$ cat config.mk
export PLATFORM = sky130hd
export DESIGN_NAME = decoder_rll
export DESIGN_NICKNAME = d
export VERILOG_FILES = /design/src/rtl/decoder_rll.sv
export SDC_FILE = /design/constraint.sdc
export NUM_CORES = 1
export LEC_CHECK = 0
export ABC_CLOCK_PERIOD_IN_PS = 5500
export BUFFER_PORTS_ARGS = -buffer_cell sky130_fd_sc_hd__buf_2
export CORE_UTILIZATION = 30
export DETAILED_ROUTE_END_ITERATION = 7
export GPL_TIMING_DRIVEN = 0
export SLEW_MARGIN = 30
export SYNTH_ARGS = -nofsm -noshare
export SYNTH_HDL_FRONTEND = slang
export SYNTH_SLANG_ARGS = --single-unit
$ cat constraint.sdc
create_clock -name clk_i -period 5.5 [get_ports clk_i]
set_input_delay 0.55 -clock clk_i [delete_from_list [all_inputs] [get_ports clk_i]]
set_output_delay 0.55 -clock clk_i [all_outputs]
set_load 0.02 [all_outputs]
$ cat src/rtl/decoder_rll.sv
// rtl/decoder_rll.sv - RLL(2,7) NRZI receive decoder with FWFT bit queue and error accounting
module decoder_rll #(
    parameter int QDEPTH    = 8,
    parameter int ERR_CNT_W = 8
) (
    input  logic                 clk_i,
    input  logic                 rst_i,
    input  logic                 line_i,
    input  logic                 line_valid_i,
    output logic                 data_o,
    output logic                 data_valid_o,
    input  logic                 data_ready_i,
    output logic                 code_err_o,
    output logic [ERR_CNT_W-1:0] err_cnt_o,
    output logic                 overflow_o
);
    localparam int PW = $clog2(QDEPTH);
    localparam int CW = PW + 1;

    typedef enum logic {IDLE, COLLECT} state_t;

    state_t            state;
    logic              prev_level;
    logic [6:0]        acc;
    logic [3:0]        len;
    logic [QDEPTH-1:0] mem;
    logic [PW-1:0]     rd_ptr;
    logic [PW-1:0]     wr_ptr;
    logic [CW-1:0]     count;

    logic       code_bit;
    logic [7:0] next_acc;
    logic [3:0] next_len;
    logic       hit;
    logic [3:0] dbits;
    logic [2:0] dlen;
    logic       pop;
    logic       fits;
    logic       push;
    logic       drop;
    logic       word_end;
    logic [CW:0] occ_after;

    assign data_valid_o = (count != '0);
    assign data_o       = data_valid_o & mem[rd_ptr];

    // dbits holds the decoded word with the first data bit in time at bit 0
    always_comb begin
        code_bit = line_i ^ prev_level;
        next_acc = (state == IDLE) ? {7'b0, code_bit} : {acc, code_bit};
        next_len = (state == IDLE) ? 4'd1 : len + 4'd1;
        hit      = 1'b0;
        dbits    = 4'b0000;
        dlen     = 3'd0;
        case (next_len)
            4'd4: begin
                case (next_acc[3:0])
                    4'b1000: begin hit = 1'b1; dbits = 4'b0011; dlen = 3'd2; end
                    4'b0100: begin hit = 1'b1; dbits = 4'b0001; dlen = 3'd2; end
                    default: ;
                endcase
            end
            4'd6: begin
                case (next_acc[5:0])
                    6'b001000: begin hit = 1'b1; dbits = 4'b0110; dlen = 3'd3; end
                    6'b100100: begin hit = 1'b1; dbits = 4'b0010; dlen = 3'd3; end
                    6'b000100: begin hit = 1'b1; dbits = 4'b0000; dlen = 3'd3; end
                    default: ;
                endcase
            end
            4'd8: begin
                case (next_acc)
                    8'b00001000: begin hit = 1'b1; dbits = 4'b1100; dlen = 3'd4; end
                    8'b00100100: begin hit = 1'b1; dbits = 4'b0100; dlen = 3'd4; end
                    default: ;
                endcase
            end
            default: ;
        endcase
        pop       = data_valid_o & data_ready_i;
        occ_after = {1'b0, count} + (CW+1)'(dlen) - (CW+1)'(pop);
        fits      = (occ_after <= (CW+1)'(QDEPTH));
        word_end  = hit || (next_len == 4'd8);
        push      = line_valid_i & hit & fits;
        drop      = line_valid_i & hit & ~fits;
    end

    always_ff @(posedge clk_i) begin
        if (rst_i) begin
            state      <= IDLE;
            prev_level <= 1'b0;
            acc        <= '0;
            len        <= '0;
            rd_ptr     <= '0;
            wr_ptr     <= '0;
            count      <= '0;
            code_err_o <= 1'b0;
            err_cnt_o  <= '0;
            overflow_o <= 1'b0;
        end else begin
            code_err_o <= 1'b0;
            if (line_valid_i) begin
                prev_level <= line_i;
                state      <= COLLECT;
                if (word_end) begin
                    acc <= '0;
                    len <= '0;
                end else begin
                    acc <= next_acc[6:0];
                    len <= next_len;
                end
                if (!hit && next_len == 4'd8) begin
                    code_err_o <= 1'b1;
                    if (err_cnt_o != '1)
                        err_cnt_o <= err_cnt_o + ERR_CNT_W'(1);
                end
                if (drop)
                    overflow_o <= 1'b1;
            end
            // Whole words only: the fit check above already accounts for a same-edge pop
            if (push) begin
                for (int i = 0; i < 4; i++)
                    if (i < int'(dlen))
                        mem[wr_ptr + PW'(i)] <= dbits[i];
                wr_ptr <= wr_ptr + PW'(dlen);
            end
            if (pop)
                rd_ptr <= rd_ptr + PW'(1);
            count <= count + (push ? CW'(dlen) : CW'(0)) - CW'(pop);
        end
    end
endmodule

Yosys cells after proc, flatten, opt, wreduce, memory -nomap -nowiden
Index checks and enable logic that the tools add are counted. Widths: inputs -> output; s select.

Eq/ne operators: 11. Magnitude comparators: 14. Bitwise logic cells: 9. Multiplexer cells: 42. Reductions and logical operators: 15. Add/subtract/negate cells: 11.

Operator list (count): $mux 8 (11); $bwmux 8 (4); $lt 3x4->1 const B (5); $demux 1 s3 (4); $eq 4x3->1 const B (3); $ge 3x1->1 const B (4); $pmux 4 s3 (1); $mux 1 (9); $pmux 3 s3 (1); $add 8x1->8 const B (1); $eq 4x4->1 const B (2); $eq 8x4->1 const B (1); $eq 8x6->1 const B (1); $mux 4 (2); $ne 8x8->1 const B (1); $pmux 4 s2 (1); $mux 7 (1); $add 3x1->3 const B (2); $add 3x2->3 const B (2); $eq 6x3->1 const B (1); $eq 6x4->1 const B (1); $eq 6x6->1 const B (1); $lt 1x3->1 const A (2); $lt 2x3->1 const A (2); other kinds (24) (39).

Input port bits: 5. Register bits: 41. Output and inout port bits: 12. Logic and storage cells: 113.

Longest topological paths before layout
Depth in word-level cells: 22. Depth in mapped cells: 24. Depth with buffers taken out: 22.

Worst setup path before layout
No wires, ideal clock.

Path type: flip-flop to flip-flop. Start point: register len[0]. End point: register count[3]. Path slack: 0.665 ns. Library setup time: 0.129 ns. Data arrival time: 4.706 ns. Period minus slack after synthesis: 4.835 ns. Data required time: 5.371 ns. Path buffers: 2. Stages on the path, launching flop included: 24. Path through: dfxtp_1 ha_1 clkbuf_1 inv_1 or3_1 a2111oi_2 inv_1 ha_1 inv_1 ha_1 fa_1 xor2_1 or3_1 a21oi_1 and3_1 buf_6 nand2_1 ha_1 inv_1 ha_1 a21o_1 a21oi_1 xnor2_1 nor2_1.

Cells in the longest elaborated chain, start to end: 11. Elaborated cells between the ends (all ways): 15. Those cells by class: 5 x add/sub; 1 x order compare; 3 x eq/ne; 4 x mux; 2 x bitwise.

RTL lines: start, declared (line 25) `logic [3:0] len;`; start signal, assigned (line 110) `len <= next_len;`; $add 4x1->4 (*) (line 51) `next_len = (state == IDLE) ? 4'd1 : len + 4'd1;`; $mux 4 (*) (line 51); $eq 4x4->1 / $eq 4x3->1 (equally long branches) (line 55) `case (next_len)`; $pmux 3 s3 (line 55); $add 4x3->5 (line 81) `occ_after = {1'b0, count} + (CW+1)'(dlen) - (CW+1)'(pop);`; $sub 5x1->5 (line 81); $le 5x4->1 (line 82) `fits = (occ_after <= (CW+1)'(QDEPTH));`; $and 1x1->1 (line 84) `push = line_valid_i & hit & fits;`; $mux 3 (*) (line 129) `count <= count + (push ? CW'(dlen) : CW'(0)) - CW'(pop);`; $add 4x3->4 (*) (line 129); $sub 4x1->4 (*) (line 129); end signal, assigned (line 129); end, declared (line 29) `logic [CW-1:0] count;`.

Every way passes the cells marked *; elsewhere a longest branch is shown, timed or not. A chain may end at the register's enable or synchronous reset.

Worst setup path after layout
Start point: register len[1]. End point: register count[3].

The elaborated chain is that of the path after synthesis.

==> impl_metrics.tcl <==
set metrics [dict create \
    dieArea_um2 10700 \
    critical_path.endpoint "count[3]$_SDFF_PP0_" \
    design.core.area_um2 9910 \
    reg2regPathDepth 22 \
    slowest_stage "a2111oi_4" \
    async_reset_ff_share_pct 0 \
    leakage_nw 1.31 \
    synth_xor_area_share_pct 6.79 \
    cts_tree "done" \
    syn_nets 398 \
    ys_warn_count 0 \
    clkTransAtPathRegs_ps 90 \
    synth_seq_area_share_pct 29.1 \
    pre_cts_ws_ps -71.3 \
    final-setup-viol-count 0 \
    die_w_um 104 \
    io_pins 17 \
    crit-reg2reg-launch "len[1]$_SDFFE_PP0P_" \
    synth_top_family_by_area "simple AND/OR/NAND/NOR gates" \
    avgSynthCellArea_um2 8.34 \
    antenna_found_initial 0 \
    fmax_ghz 0.193 \
    cp.required_ps 5690 \
    period_share_pct 94.3 \
    wire_per_inst_um 15.2 \
    antenna_cells 0 \
    yosys.area_share.simple_pct 24.5 \
    cp_data_arrival_time_ps 5370 \
    io_buffers 15 \
    root_buffer "clkbuf_8" \
    drive_gt1_share_pct 11.7 \
    worstReg2RegEnd "count[3]$_SDFF_PP0_" \
    fillCellCount 1068 \
    syn_area_um2 3100 \
    synth.distinct_cells 66 \
    track_usage_pct 15.7 \
    die_h_um 104 \
    post-cts-setup-buffers 0 \
    hold_viol 0 \
    worst_ir_drop_vdd_uv 166 \
    finalClockSkew_ps 5.85 \
    area_growth_syn_to_layout_pct 10.9 \
    grt_pass1_vias 2724 \
    clk_latency_ps 310 \
    ant_nets 0 \
    drt_wl_total_um 8000 \
    row_count 36 \
    rsz0062_at_grt "false" \
    critical-path-max-stage-delay_ps 490 \
    critPathKind "flip-flop to flip-flop" \
    layout.nets 419 \
    synth_compound_area_share_pct 20.2 \
    cts.sinks 41 \
    worstMarginPinSlew_ps 850 \
    synth_top_flop_cell "dfxtp_1" \
    dr.pass1.iters 5 \
    clockBufferDepth 2 \
    syn_inst 371 \
    cp-startpoint "len[1]$_SDFFE_PP0P_" \
    crit_chain "ha_2, inv_1, or3_1, a2111oi_4, inv_1, ha_1, inv_1, ha_1, fa_1, xor2_1, or3_1, a21oi_1, and3_1, buf_6, nand2_1, ha_1, inv_1, ha_1, a21o_1, a21oi_1, xnor2_1, nor2_1" \
    cts_buffers 5 \
    place_hpwl_um 5970 \
    synth_seq_cells 41 \
    startpoint_type "flip-flop" \
    layout_setup_ws_ps 313 \
    slew-limit-headroom_pct 42.9 \
    status "complete, no violations" \
    end_kind "flip-flop" \
    synth_edf_count 8 \
    grt_start_max_net_pins 14 \
    remaining_drc_errors 0 \
    power_density_nw_per_um2 263 \
    yosys.area_share.adder_pct 9.62 \
    layout_commonest_cell "nor2_1" \
    start_util_pct 31.2 \
    overflow 0 \
    hp-class "flip-flop to flip-flop" \
    min_period_ps 5190 \
    cap_violations 0 \
    place_congestion 0.896 \
    synth_mux_area_share_pct 3.44 \
    vias_per_cell 5.43 \
    layout_common_cells "nor2_1, dfxtp_1, a21oi_1" \
    drtIter0Drc 256 \
    slew_violations 0 \
    worst-r2r-setup-slack_ps 310 \
    critical_path_peak_fanout 11 \
    grt_pass1_wl_um 13600 \
    num_vias 2855 \
    cts_max_level 2 \
    finalPower_uw 902 \
]
cells by family (layout without fill, tap and decap cells):
| group | Yosys count | count (layout) |
|---|---|---|
| AO/OA/AOI/OAI | 89 | 89 |
| XOR/XNOR | 24 | 24 |
| adder cells (fa/ha/maj) | 22 | 22 |
| buffers and inverters | 45 | 67 |
| flip-flops | 41 | 41 |
| multiplexers | 8 | 8 |
| AND/OR/NAND/NOR | 142 | 142 |
routing by layer:
layer,GRT usage [%],vias to the layer above,wire [um]
met5,0,-,0
met4,4.87,0,130
met3,3.65,14,630
met2,24.9,120,3660
met1,20.9,1337,3580
li1,-,1384,-
power breakdown:
group / switching [mW] / total [mW] / internal (mW)
registers: 0.0195 / 0.347 / 0.327
clock network: 0.121 / 0.209 / 0.0882
logic: 0.182 / 0.346 / 0.164
total: 0.323 / 0.902 / 0.579
registers in the layout, summed over array words and instances (netlist names):
name,flops
count,4
prev_level,1
acc,7
wr_ptr,3
mem,8
len,4
rd_ptr,3
state,1
err_cnt_o,8
overflow_o,1
code_err_o,1
critical path, delay by kind of cell (launching register included):
kind,cells,cell delay (ps)
AND/OR/NAND/NOR,5,1010
XOR/XNOR,2,300
adder cells (fa/ha/maj),6,1900
flip-flops,1,370
buffers and inverters,5,430
AO/OA/AOI/OAI,4,1050
worst min path at each step:
stage,from,endpoint,cells past startpoint
5_1_grt,overflow_o$_SDFFE_PP0P_,overflow_o$_SDFFE_PP0P_,2
4_1_cts,overflow_o$_SDFFE_PP0P_,overflow_o$_SDFFE_PP0P_,2
3_5_place_dp,overflow_o$_SDFFE_PP0P_,overflow_o$_SDFFE_PP0P_,2
3_3_place_gp,overflow_o$_SDFFE_PP0P_,overflow_o$_SDFFE_PP0P_,2
6_report,overflow_o$_SDFFE_PP0P_,overflow_o$_SDFFE_PP0P_,2
2_1_floorplan,acc[0]$_SDFFE_PP0P_,acc[0]$_SDFFE_PP0P_,2
timing repair:
| action | CTS | global route |
|---|---|---|
| gates resized for setup | 1 | 1 |
| setup endpoints to repair | 3 | 3 |
| hold buffers | 0 | 0 |
final cells by class:
class / instances / area (um2) / area share (%)
flip-flops and latches: 41 / 901 / 26.2
plain buffers: 21 / 105 / 3.06
repair buffers: 15 / 75.1 / 2.19
multi-input cells: 285 / 2010 / 58.6
inverters: 23 / 88.8 / 2.59
clock buffers: 5 / 68.8 / 2.00
clock inverters: 3 / 16.3 / 0.474
well taps: 133 / 166 / 4.85
through the flow:
| stage | area (um2) | util, % | hold slack (ps) | TNS, ps | instances |
|---|---|---|---|---|---|
| 2_1_floorplan | 3100 | - | 472 | 0 | 371 |
| 3_3_place_gp | 3340 | 33.7 | 450 | -7.38 | 519 |
| 3_5_place_dp | 3340 | 33.7 | 485 | -136 | 519 |
| 4_1_cts | 3430 | 34.7 | 505 | 0 | 527 |
| 5_1_grt | 3430 | 34.6 | 524 | 0 | 526 |
| 6_report | 3430 | 34.6 | 495 | 0 | 526 |
cell usage after synthesis (2+ instances only):
library cell	instances	area share [%]
xnor2_1	9	2.5
a31oi_1	3	0.61
o211ai_1	4	0.97
edfxtp_1	8	7.8
nand2_1	23	2.8
a22oi_1	9	2.2
mux4_2	2	1.5
or4_1	3	0.73
xor2_1	15	4.2
nor3_1	5	0.81
buf_4	2	0.48
buf_2	3	0.48
o22ai_1	6	1.2
o21ai_0	13	2.1
nand2b_1	8	1.6
dfxtp_1	33	21
buf_6	2	0.73
clkbuf_1	13	1.6
and3_1	8	1.6
a32o_1	5	1.6
fa_1	3	1.9
a21o_1	3	0.73
and4_1	2	0.57
buf_1	2	0.24
nand4_1	7	1.4
nand3_1	16	2.6
a21oi_1	24	3.9
mux2i_1	5	1.6
and2_1	4	0.81
a22o_1	2	0.57
nor4_1	3	0.61
inv_1	21	2.5
nor2b_1	4	0.81
or3_1	4	0.81
ha_1	19	7.7
nand4b_1	2	0.57
o211a_1	2	0.65
nor2_1	44	5.3
a21boi_0	3	0.73
No activity file was read; power rests on OpenSTA's default activity.
